==> src/rtl/simple_ppu_pkg.sv <==
// Shared definitions for the PPU command-list sequencer: opcodes, error codes,
// FSM states and the per-opcode argument-count decoder.
package simple_ppu_pkg;

    localparam logic [7:0] OP_CLEAR   = 8'h01;
    localparam logic [7:0] OP_PLOT    = 8'h02;
    localparam logic [7:0] OP_LINE    = 8'h03;
    localparam logic [7:0] OP_RECT    = 8'h04;
    localparam logic [7:0] OP_LOOP    = 8'h05;
    localparam logic [7:0] OP_ENDLOOP = 8'h06;
    localparam logic [7:0] OP_JUMP    = 8'h07;
    localparam logic [7:0] OP_END     = 8'hFF;

    localparam logic [2:0] ERR_NONE  = 3'd0;
    localparam logic [2:0] ERR_BADOP = 3'd1;
    localparam logic [2:0] ERR_TRUNC = 3'd2;
    localparam logic [2:0] ERR_JUMP  = 3'd3;
    localparam logic [2:0] ERR_LOOP  = 3'd4;

    typedef enum logic [3:0] {
        S_IDLE,
        S_OP_REQ,
        S_OP_WAIT,
        S_OP_LATCH,
        S_ARG_REQ,
        S_ARG_WAIT,
        S_ARG_LATCH,
        S_EXEC,
        S_PPU_WAIT,
        S_DONE
    } state_t;

    typedef struct packed {
        logic       valid;
        logic [2:0] count;
    } arg_info_t;

    function automatic arg_info_t op_arg_count(input logic [7:0] opcode);
        arg_info_t info;
        info = '{valid: 1'b1, count: 3'd0};
        case (opcode)
            OP_CLEAR:   info.count = 3'd1;
            OP_PLOT:    info.count = 3'd3;
            OP_LINE:    info.count = 3'd5;
            OP_RECT:    info.count = 3'd6;
            OP_LOOP:    info.count = 3'd1;
            OP_ENDLOOP: info.count = 3'd0;
            OP_JUMP:    info.count = 3'd1;
            OP_END:     info.count = 3'd0;
            default:    info.valid = 1'b0;
        endcase
        return info;
    endfunction

endpackage

==> src/rtl/simple_ppu_rd_pipe.sv <==
// Delays the memory read strobe by RD_LAT cycles so the sequencer knows the
// exact cycle in which mem_q carries the requested word.
module simple_ppu_rd_pipe #(
    parameter int unsigned RD_LAT = 2
) (
    input  logic clk,
    input  logic reset,
    input  logic rd,
    output logic q_valid
);
    logic [RD_LAT-1:0] stage;

    always_ff @(posedge clk) begin
        if (reset) begin
            stage <= '0;
        end else begin
            stage[0] <= rd;
            for (int unsigned i = 1; i < RD_LAT; i++) begin
                stage[i] <= stage[i-1];
            end
        end
    end

    assign q_valid = stage[RD_LAT-1];

endmodule

==> src/rtl/simple_ppu_cmd_seq.sv <==
// Command-list sequencer: fetches opcode and argument words from shared memory,
// handles JUMP/LOOP flow control and dispatches drawing ops to the PPU engine.
module simple_ppu_cmd_seq
    import simple_ppu_pkg::*;
#(
    parameter int unsigned ADDR_W   = 24,
    parameter int unsigned MAX_ARGS = 7,
    parameter int unsigned RD_LAT   = 2,
    parameter int unsigned CNT_W    = 16
) (
    input  logic                   clk,
    input  logic                   reset,
    input  logic                   start,
    input  logic                   abort,
    input  logic [ADDR_W-1:0]      list_base,
    input  logic [ADDR_W-1:0]      list_len,
    output logic                   busy,
    output logic                   done,
    output logic                   aborted,
    output logic                   error,
    output logic [2:0]             err_code,
    output logic [CNT_W-1:0]       cmd_count,
    output logic                   mem_rd,
    output logic [ADDR_W-1:0]      mem_addr,
    input  logic [31:0]            mem_q,
    input  logic                   mem_busy,
    output logic                   ppu_start,
    output logic [7:0]             ppu_opcode,
    output logic [32*MAX_ARGS-1:0] ppu_args,
    input  logic                   ppu_done
);
    localparam int unsigned AIW = $clog2(MAX_ARGS + 1);

    state_t            state, state_next;
    logic [ADDR_W-1:0] base, base_next, len, len_next, pc, pc_next, loop_pc, loop_pc_next;
    logic [CNT_W-1:0]  loop_cnt, loop_cnt_next, cmd_count_next;
    logic              loop_on, loop_on_next, abort_pend, abort_pend_next;
    logic              aborted_next, error_next;
    logic [2:0]        err_code_next, fail_code;
    logic [7:0]        opcode_next;
    logic [31:0]       rdata, rdata_next;
    logic [31:0]       args [MAX_ARGS];
    logic [31:0]       args_next [MAX_ARGS];
    logic [AIW-1:0]    arg_idx, arg_idx_next, arg_num, arg_num_next;
    logic              q_valid, stop, finish, fail;
    arg_info_t         info;

    simple_ppu_rd_pipe #(.RD_LAT(RD_LAT)) u_rd_pipe (
        .clk     (clk),
        .reset   (reset),
        .rd      (mem_rd),
        .q_valid (q_valid)
    );

    assign stop     = abort | abort_pend;
    assign busy     = (state != S_IDLE) && (state != S_DONE);
    assign done     = (state == S_DONE);
    assign mem_addr = base + pc;

    always_comb begin
        ppu_args = '0;
        for (int unsigned k = 0; k < MAX_ARGS; k++) begin
            ppu_args[32*k +: 32] = args[k];
        end
    end

    always_ff @(posedge clk) begin
        if (reset) begin
            state      <= S_IDLE;
            base       <= '0;
            len        <= '0;
            pc         <= '0;
            loop_pc    <= '0;
            loop_cnt   <= '0;
            loop_on    <= 1'b0;
            abort_pend <= 1'b0;
            aborted    <= 1'b0;
            error      <= 1'b0;
            err_code   <= ERR_NONE;
            cmd_count  <= '0;
            ppu_opcode <= '0;
            rdata      <= '0;
            arg_idx    <= '0;
            arg_num    <= '0;
            for (int unsigned k = 0; k < MAX_ARGS; k++) args[k] <= '0;
        end else begin
            state      <= state_next;
            base       <= base_next;
            len        <= len_next;
            pc         <= pc_next;
            loop_pc    <= loop_pc_next;
            loop_cnt   <= loop_cnt_next;
            loop_on    <= loop_on_next;
            abort_pend <= abort_pend_next;
            aborted    <= aborted_next;
            error      <= error_next;
            err_code   <= err_code_next;
            cmd_count  <= cmd_count_next;
            ppu_opcode <= opcode_next;
            rdata      <= rdata_next;
            arg_idx    <= arg_idx_next;
            arg_num    <= arg_num_next;
            for (int unsigned k = 0; k < MAX_ARGS; k++) args[k] <= args_next[k];
        end
    end

    always_comb begin
        state_next      = state;
        base_next       = base;
        len_next        = len;
        pc_next         = pc;
        loop_pc_next    = loop_pc;
        loop_cnt_next   = loop_cnt;
        loop_on_next    = loop_on;
        abort_pend_next = abort_pend;
        aborted_next    = aborted;
        error_next      = error;
        err_code_next   = err_code;
        cmd_count_next  = cmd_count;
        opcode_next     = ppu_opcode;
        rdata_next      = rdata;
        arg_idx_next    = arg_idx;
        arg_num_next    = arg_num;
        args_next       = args;
        info            = op_arg_count(rdata[31:24]);
        mem_rd          = 1'b0;
        ppu_start       = 1'b0;
        finish          = 1'b0;
        fail            = 1'b0;
        fail_code       = ERR_NONE;

        unique case (state)
            S_IDLE: begin
                if (start) begin
                    state_next      = S_OP_REQ;
                    base_next       = list_base;
                    len_next        = list_len;
                    pc_next         = '0;
                    loop_on_next    = 1'b0;
                    abort_pend_next = 1'b0;
                    aborted_next    = 1'b0;
                    error_next      = 1'b0;
                    err_code_next   = ERR_NONE;
                    cmd_count_next  = '0;
                end
            end
            S_OP_REQ, S_ARG_REQ: begin
                if (stop) begin
                    finish = 1'b1;
                end else if (pc >= len) begin
                    // Running out of words between ops is a normal end, mid-op it is truncation.
                    if (state == S_OP_REQ) finish = 1'b1;
                    else begin
                        fail      = 1'b1;
                        fail_code = ERR_TRUNC;
                    end
                end else if (!mem_busy) begin
                    mem_rd     = 1'b1;
                    state_next = (state == S_OP_REQ) ? S_OP_WAIT : S_ARG_WAIT;
                end
            end
            S_OP_WAIT, S_ARG_WAIT: begin
                if (q_valid) begin
                    rdata_next = mem_q;
                    pc_next    = pc + ADDR_W'(1);
                    if (stop) finish = 1'b1;
                    else state_next = (state == S_OP_WAIT) ? S_OP_LATCH : S_ARG_LATCH;
                end
            end
            S_OP_LATCH: begin
                if (stop) begin
                    finish = 1'b1;
                end else begin
                    opcode_next  = rdata[31:24];
                    arg_idx_next = '0;
                    arg_num_next = AIW'(info.count);
                    for (int unsigned k = 0; k < MAX_ARGS; k++) args_next[k] = '0;
                    if (!info.valid) begin
                        fail      = 1'b1;
                        fail_code = ERR_BADOP;
                    end else begin
                        state_next = (info.count == 3'd0) ? S_EXEC : S_ARG_REQ;
                    end
                end
            end
            S_ARG_LATCH: begin
                args_next[arg_idx] = rdata;
                arg_idx_next       = arg_idx + AIW'(1);
                if (stop) finish = 1'b1;
                else state_next = (arg_idx + AIW'(1) == arg_num) ? S_EXEC : S_ARG_REQ;
            end
            S_EXEC: begin
                if (stop) begin
                    finish = 1'b1;
                end else begin
                    state_next = S_OP_REQ;
                    case (ppu_opcode)
                        OP_CLEAR, OP_PLOT, OP_LINE, OP_RECT: begin
                            ppu_start  = 1'b1;
                            state_next = S_PPU_WAIT;
                            if (cmd_count != '1) cmd_count_next = cmd_count + CNT_W'(1);
                        end
                        OP_END: finish = 1'b1;
                        OP_JUMP: begin
                            if (args[0] >= 32'(len)) begin
                                fail      = 1'b1;
                                fail_code = ERR_JUMP;
                            end else begin
                                pc_next = args[0][ADDR_W-1:0];
                            end
                        end
                        OP_LOOP: begin
                            if (loop_on) begin
                                fail      = 1'b1;
                                fail_code = ERR_LOOP;
                            end else begin
                                loop_on_next  = 1'b1;
                                loop_pc_next  = pc;
                                loop_cnt_next = (args[0][CNT_W-1:0] == '0) ? CNT_W'(1)
                                                                           : args[0][CNT_W-1:0];
                            end
                        end
                        OP_ENDLOOP: begin
                            if (!loop_on) begin
                                fail      = 1'b1;
                                fail_code = ERR_LOOP;
                            end else if (loop_cnt > CNT_W'(1)) begin
                                loop_cnt_next = loop_cnt - CNT_W'(1);
                                pc_next       = loop_pc;
                            end else begin
                                loop_on_next = 1'b0;
                            end
                        end
                        default: begin
                            fail      = 1'b1;
                            fail_code = ERR_BADOP;
                        end
                    endcase
                end
            end
            S_PPU_WAIT: begin
                if (ppu_done) begin
                    if (stop) finish = 1'b1;
                    else state_next = S_OP_REQ;
                end
            end
            S_DONE: state_next = S_IDLE;
            default: state_next = S_IDLE;
        endcase

        if (abort && state != S_IDLE && state != S_DONE) abort_pend_next = 1'b1;
        if (fail) begin
            error_next    = 1'b1;
            err_code_next = fail_code;
            finish        = 1'b1;
        end
        if (finish) begin
            state_next = S_DONE;
            if (stop) aborted_next = 1'b1;
        end
    end

endmodule

==> config.mk <==
export PLATFORM = sky130hd
export DESIGN_NAME = simple_ppu_cmd_seq
export DESIGN_NICKNAME = d
export VERILOG_FILES = /design/src/rtl/simple_ppu_pkg.sv /design/src/rtl/simple_ppu_rd_pipe.sv /design/src/rtl/simple_ppu_cmd_seq.sv
export SDC_FILE = /design/constraint.sdc
export NUM_CORES = 1
export LEC_CHECK = 0
export ABC_AREA = 1
export CAP_MARGIN = 20
export CORE_MARGIN = 3
export CORE_UTILIZATION = 39
export DETAILED_ROUTE_END_ITERATION = 7
export PLACE_DENSITY_LB_ADDON = 0.15
export SLEW_MARGIN = 40
export SYNTH_ARGS = -nofsm -noshare
export SYNTH_HDL_FRONTEND = slang
export SYNTH_SLANG_ARGS = --single-unit
==> constraint.sdc <==
create_clock -name clk -period 2.9 [get_ports clk]
set_input_delay 0.58 -clock clk [delete_from_list [all_inputs] [get_ports clk]]
set_output_delay 0.58 -clock clk [all_outputs]
set_load 0.02 [all_outputs]
==> impl_metrics.py <==
metrics = {
    "synth": {
        "synth.yosys.seq_area_share": 0.434,
        "syn-cell-area_mm2": 0.0190,
        "synth_area_per_cell_um2": 7.11,
        "ys_types": 47,
        "syn-instance-count": 2668,
        "synthFlopType": "sky130_fd_sc_hd__dfxtp_1",
        "xor_xnor_cell_area_share_of_the_yosys_netlist": 0.0189,
        "largest_cells_by_area_after_synthesis": "sky130_fd_sc_hd__dfxtp_1 (43%), sky130_fd_sc_hd__nand2_1 (15%), sky130_fd_sc_hd__a21oi_1 (11%), sky130_fd_sc_hd__o21ai_0 (5.1%), sky130_fd_sc_hd__ha_1 (5.0%)",
        "ff_latch_count_synth": 411,
        "synth_top_family_by_area": "simple AND/OR/NAND/NOR gates",
        "synthSimpleGateAreaFrac": 0.241,
        "yosysTopAreaCell": "sky130_fd_sc_hd__dfxtp_1",
        "post_synth_mux_area_share": 0,
        "synth_compound_area_frac": 0.185,
        "synth_nets": 2831,
        "synth_fa_ha_area_frac": 0.0512,
        "synth.top_cell.area_share": 0.434,
        "synth.yosys.warnings": 0,
        "postSynth.asyncResetShare": 0,
        "synth-edff-count": 0,
    },
    "drt": {
        "firstDrtPassIters": 6,
        "drt-vias-per-instance": 5.22,
        "initialDrtViolationCount": 1275,
        "detailroute.via_count": 19700,
        "antenna_violating_nets_post_route": 0,
        "route.detailed.drc": 0,
        "wire_per_inst_um": 19.3,
        "drt-total-wl_mm": 72.7,
    },
    "job": {
        "cap_violations": 0,
    },
    "placed_design": {
        "finalWeightedCongestion": 0.960,
        "hpwlAfterDp_mm": 53.0,
        "port_buffers": 366,
    },
    "clock_network": {
        "ctsLongestPathBuffers": 3,
        "h-tree-depth": 2,
        "clkTransAtPathRegs_ns": 0.06,
        "cts.hold.buffers_added": 0,
        "cts_made_buffers": 47,
        "cts_num_sinks": 411,
        "cts_tree": "yes",
        "cts.root.buffer_cell": "sky130_fd_sc_hd__clkbuf_16",
        "clk_latency_ns": 0.61,
    },
    "global_routing": {
        "wire_length_of_the_first_global_routing_pass_mm": 111,
        "pin_count_of_the_biggest_net_entering_global_routing": 194,
        "number_of_global_route_vias_before_repair": 19300,
        "antenna_violations_before_repair": 8,
        "grt.overflow.total": 0,
        "gr-usage-all-layers": 0.276,
    },
    "pwr": {
        "power_report.internal_total_mw": 11.6,
        "power.share.sequential": 0.352,
        "power.ir.vdd_worst_v": 0.000558,
        "power_per_cell_area_mw_per_mm2": 667,
        "p_sw_mw": 6.08,
        "switching_share": 0.344,
        "post-layout-total-power_mw": 17.7,
        "p_clk_frac": 0.338,
        "power.share.combinational": 0.310,
        "cellLeakagePower_nw": 10.1,
    },
    "worst_setup_path": {
        "critical_path.cell_chain": "ha_4 > inv_2 > fa_2 > nand3b_1 > nand2_2 > nand3_2 > nand2_4 > a21oi_4 > o21bai_1 > nand3_1 > nand2_1 > xor2_1 > buf_4",
        "worst_setup_path_start_kind": "flip-flop",
        "timing.setup.critical_path_class": "reg -> out",
        "timing.critical_path.fanout_max": 2,
        "worst_path_max_delay_cell": "sky130_fd_sc_hd__dfxtp_2",
        "cp.required_ns": 2.32,
        "regToRegEndpoint": "loop_cnt[7]",
        "critical_path.startpoint": "base[0]",
        "reg2reg_setup_slack_ns": 0.26,
        "setup.worst_path.end": "mem_addr[20]",
        "reg2reg_from": "loop_cnt[0]",
        "slowest_delay_ns": 0.35,
        "endpoint_type_of_the_worst_setup_path": "output port",
        "r2r_cells": 12,
        "worst_ep_arrival_time_ns": 2.65,
    },
    "hold_path": {
        "worst_hold_startpoint": "u_rd_pipe.stage[0]",
        "hold_path_class": "reg -> reg",
    },
    "final_layout": {
        "layout.cells.most_common": "sky130_fd_sc_hd__nand2_1",
        "nNetsFinal": 3280,
        "layout.cells.most_common_list": "sky130_fd_sc_hd__nand2_1 (727), sky130_fd_sc_hd__a21oi_1 (395), sky130_fd_sc_hd__dfxtp_1 (394), sky130_fd_sc_hd__clkdlybuf4s50_1 (340), sky130_fd_sc_hd__nor2_1 (228)",
        "area_growth_pct": 39.7,
        "final_util": 0.554,
        "fraction_of_layout_instances_using_a_drive_strength_above_1": 0.134,
    },
    "timing": {
        "timing.hold.ws_ns": 0.412,
        "fin_skew_ns": 0.0331,
        "grt_setup_unrepaired": "yes",
        "final_min_period_over_clock_period": 1.11,
        "final-max-slew-violation-count": 0,
        "min_period_ns": 3.23,
        "setup_viol_count_final": 16,
        "hold_viol": 0,
        "worst_pin_slew_ns": 0.854,
        "timing.slew.headroom": 0.429,
        "max_freq_mhz": 310,
        "fin_ws_ns": -0.329,
    },
    "die": {
        "core.rowCount": 80,
        "start_util": 0.396,
        "ios": 367,
        "die_y_um": 227,
        "design.die.area_mm2": 0.0513,
        "core_area_mm2": 0.0478,
        "die-width_um": 227,
    },
    "outcome": {
        "failed_checks": "negative setup slack",
        "outcome": "finished, violations left",
    },
}
## sequential cells by signal (all words and copies together) (netlist names)
name             flops
state                4
loop_cnt            16
arg_num              3
err_code             3
loop_on              1
cmd_count           16
pc                  24
arg_idx              3
rdata               32
ppu_opcode           8
error                1
u_rd_pipe.stage      2
base                24
aborted              1
len                 24
abort_pend           1
loop_pc             24
ppu_args           224
## critical path, delay by kind of cell, from the launching register on
family                     cells  cell delay (ns)
buffers and inverters          2             0.19
AOI/OAI and AO/OA              2             0.25
and+or+nand+nor                6             0.66
adders and majority gates      2             0.47
DFF                            1             0.35
xor gates and xnor gates       1             0.15
## timing repair
| item | in CTS | in global routing |
|---|---|---|
| pin swaps | 40 | 37 |
| setup endpoints to repair | 24 | 36 |
| resized for setup | 195 | 70 |
| buffers inserted | 7 | 6 |
## metal layers
| metal | routed length [um] | GRT usage |
|---|---|---|
| met2 | 33700 | 0.454 |
| met5 | 22 | 0 |
| met3 | 6000 | 0.0785 |
| met1 | 30000 | 0.339 |
| met4 | 3030 | 0.116 |
## power groups by stage
stage / logic (mW) / clock network (mW) / registers [mW]
after floorplan: 2.89 / 0 / 6.31
after global placement: 4.94 / 0 / 6.28
after detailed placement: 4.99 / 0 / 6.29
after CTS: 5.20 / 6.10 / 6.21
after global routing: 6.03 / 6.31 / 6.26
final: 5.48 / 5.98 / 6.22
## per-stage QoR
step | instance area [um^2] | setup slack, ns | instances | TNS (ns)
2_1_floorplan | 19000 | 0.0753 | 2668 | 0
4_1_cts | 26200 | -0.363 | 3765 | -3.27
3_5_place_dp | 24200 | -0.314 | 3674 | -2.78
5_1_grt | 26500 | -0.475 | 3773 | -5.52
3_3_place_gp | 24200 | -0.330 | 3674 | -2.41
6_report | 26500 | -0.329 | 3775 | -2.97
## final cells by class
cell class / instances / area (um^2)
Tap cell: 615 / 769
Timing Repair Buffer: 535 / 5080
Clock buffer: 68 / 1390
Inverter: 199 / 753
Clock inverter: 18 / 174
Fill cell: 4558 / 21400
Antenna cell: 6 / 15.0
Multi-Input combinational cell: 1923 / 10100
Sequential cell: 411 / 8260
## synth_stat cells (5+ instances only)
library cell / count
sky130_fd_sc_hd__ha_1: 76
sky130_fd_sc_hd__nor2_1: 238
sky130_fd_sc_hd__a31oi_1: 16
sky130_fd_sc_hd__inv_1: 188
sky130_fd_sc_hd__a21oi_1: 409
sky130_fd_sc_hd__o21ai_1: 16
sky130_fd_sc_hd__o22ai_1: 5
sky130_fd_sc_hd__nor3_1: 41
sky130_fd_sc_hd__xnor2_1: 11
sky130_fd_sc_hd__nand3b_1: 6
sky130_fd_sc_hd__a21o_1: 6
sky130_fd_sc_hd__xor2_1: 30
sky130_fd_sc_hd__inv_2: 10
sky130_fd_sc_hd__nor4_1: 9
sky130_fd_sc_hd__nand2_1: 741
sky130_fd_sc_hd__nand3_1: 49
sky130_fd_sc_hd__dfxtp_1: 411
sky130_fd_sc_hd__clkbuf_1: 90
sky130_fd_sc_hd__o21ai_0: 193
sky130_fd_sc_hd__nand4_1: 27
sky130_fd_sc_hd__buf_2: 35
## worst min-delay path by stage
stage               cells after the start  slack (ns)            endpoint
floorplan                               2        0.39  u_rd_pipe.stage[1]
global placement                        2        0.40  u_rd_pipe.stage[1]
detailed placement                      2        0.41  u_rd_pipe.stage[1]
CTS                                     2        0.42  u_rd_pipe.stage[1]
global route                            2        0.46  u_rd_pipe.stage[1]
finish                                  2        0.41  u_rd_pipe.stage[1]
## cells by family after synthesis
logic type                 count (synthesis)
adders and majority gates                 77
DFF                                      411
xor gates and xnor gates                  41
AOI/OAI and AO/OA                        675
and+or+nand+nor                         1130
buffers and inverters                    334
Note: power is estimated with default switching activity, not from simulation.
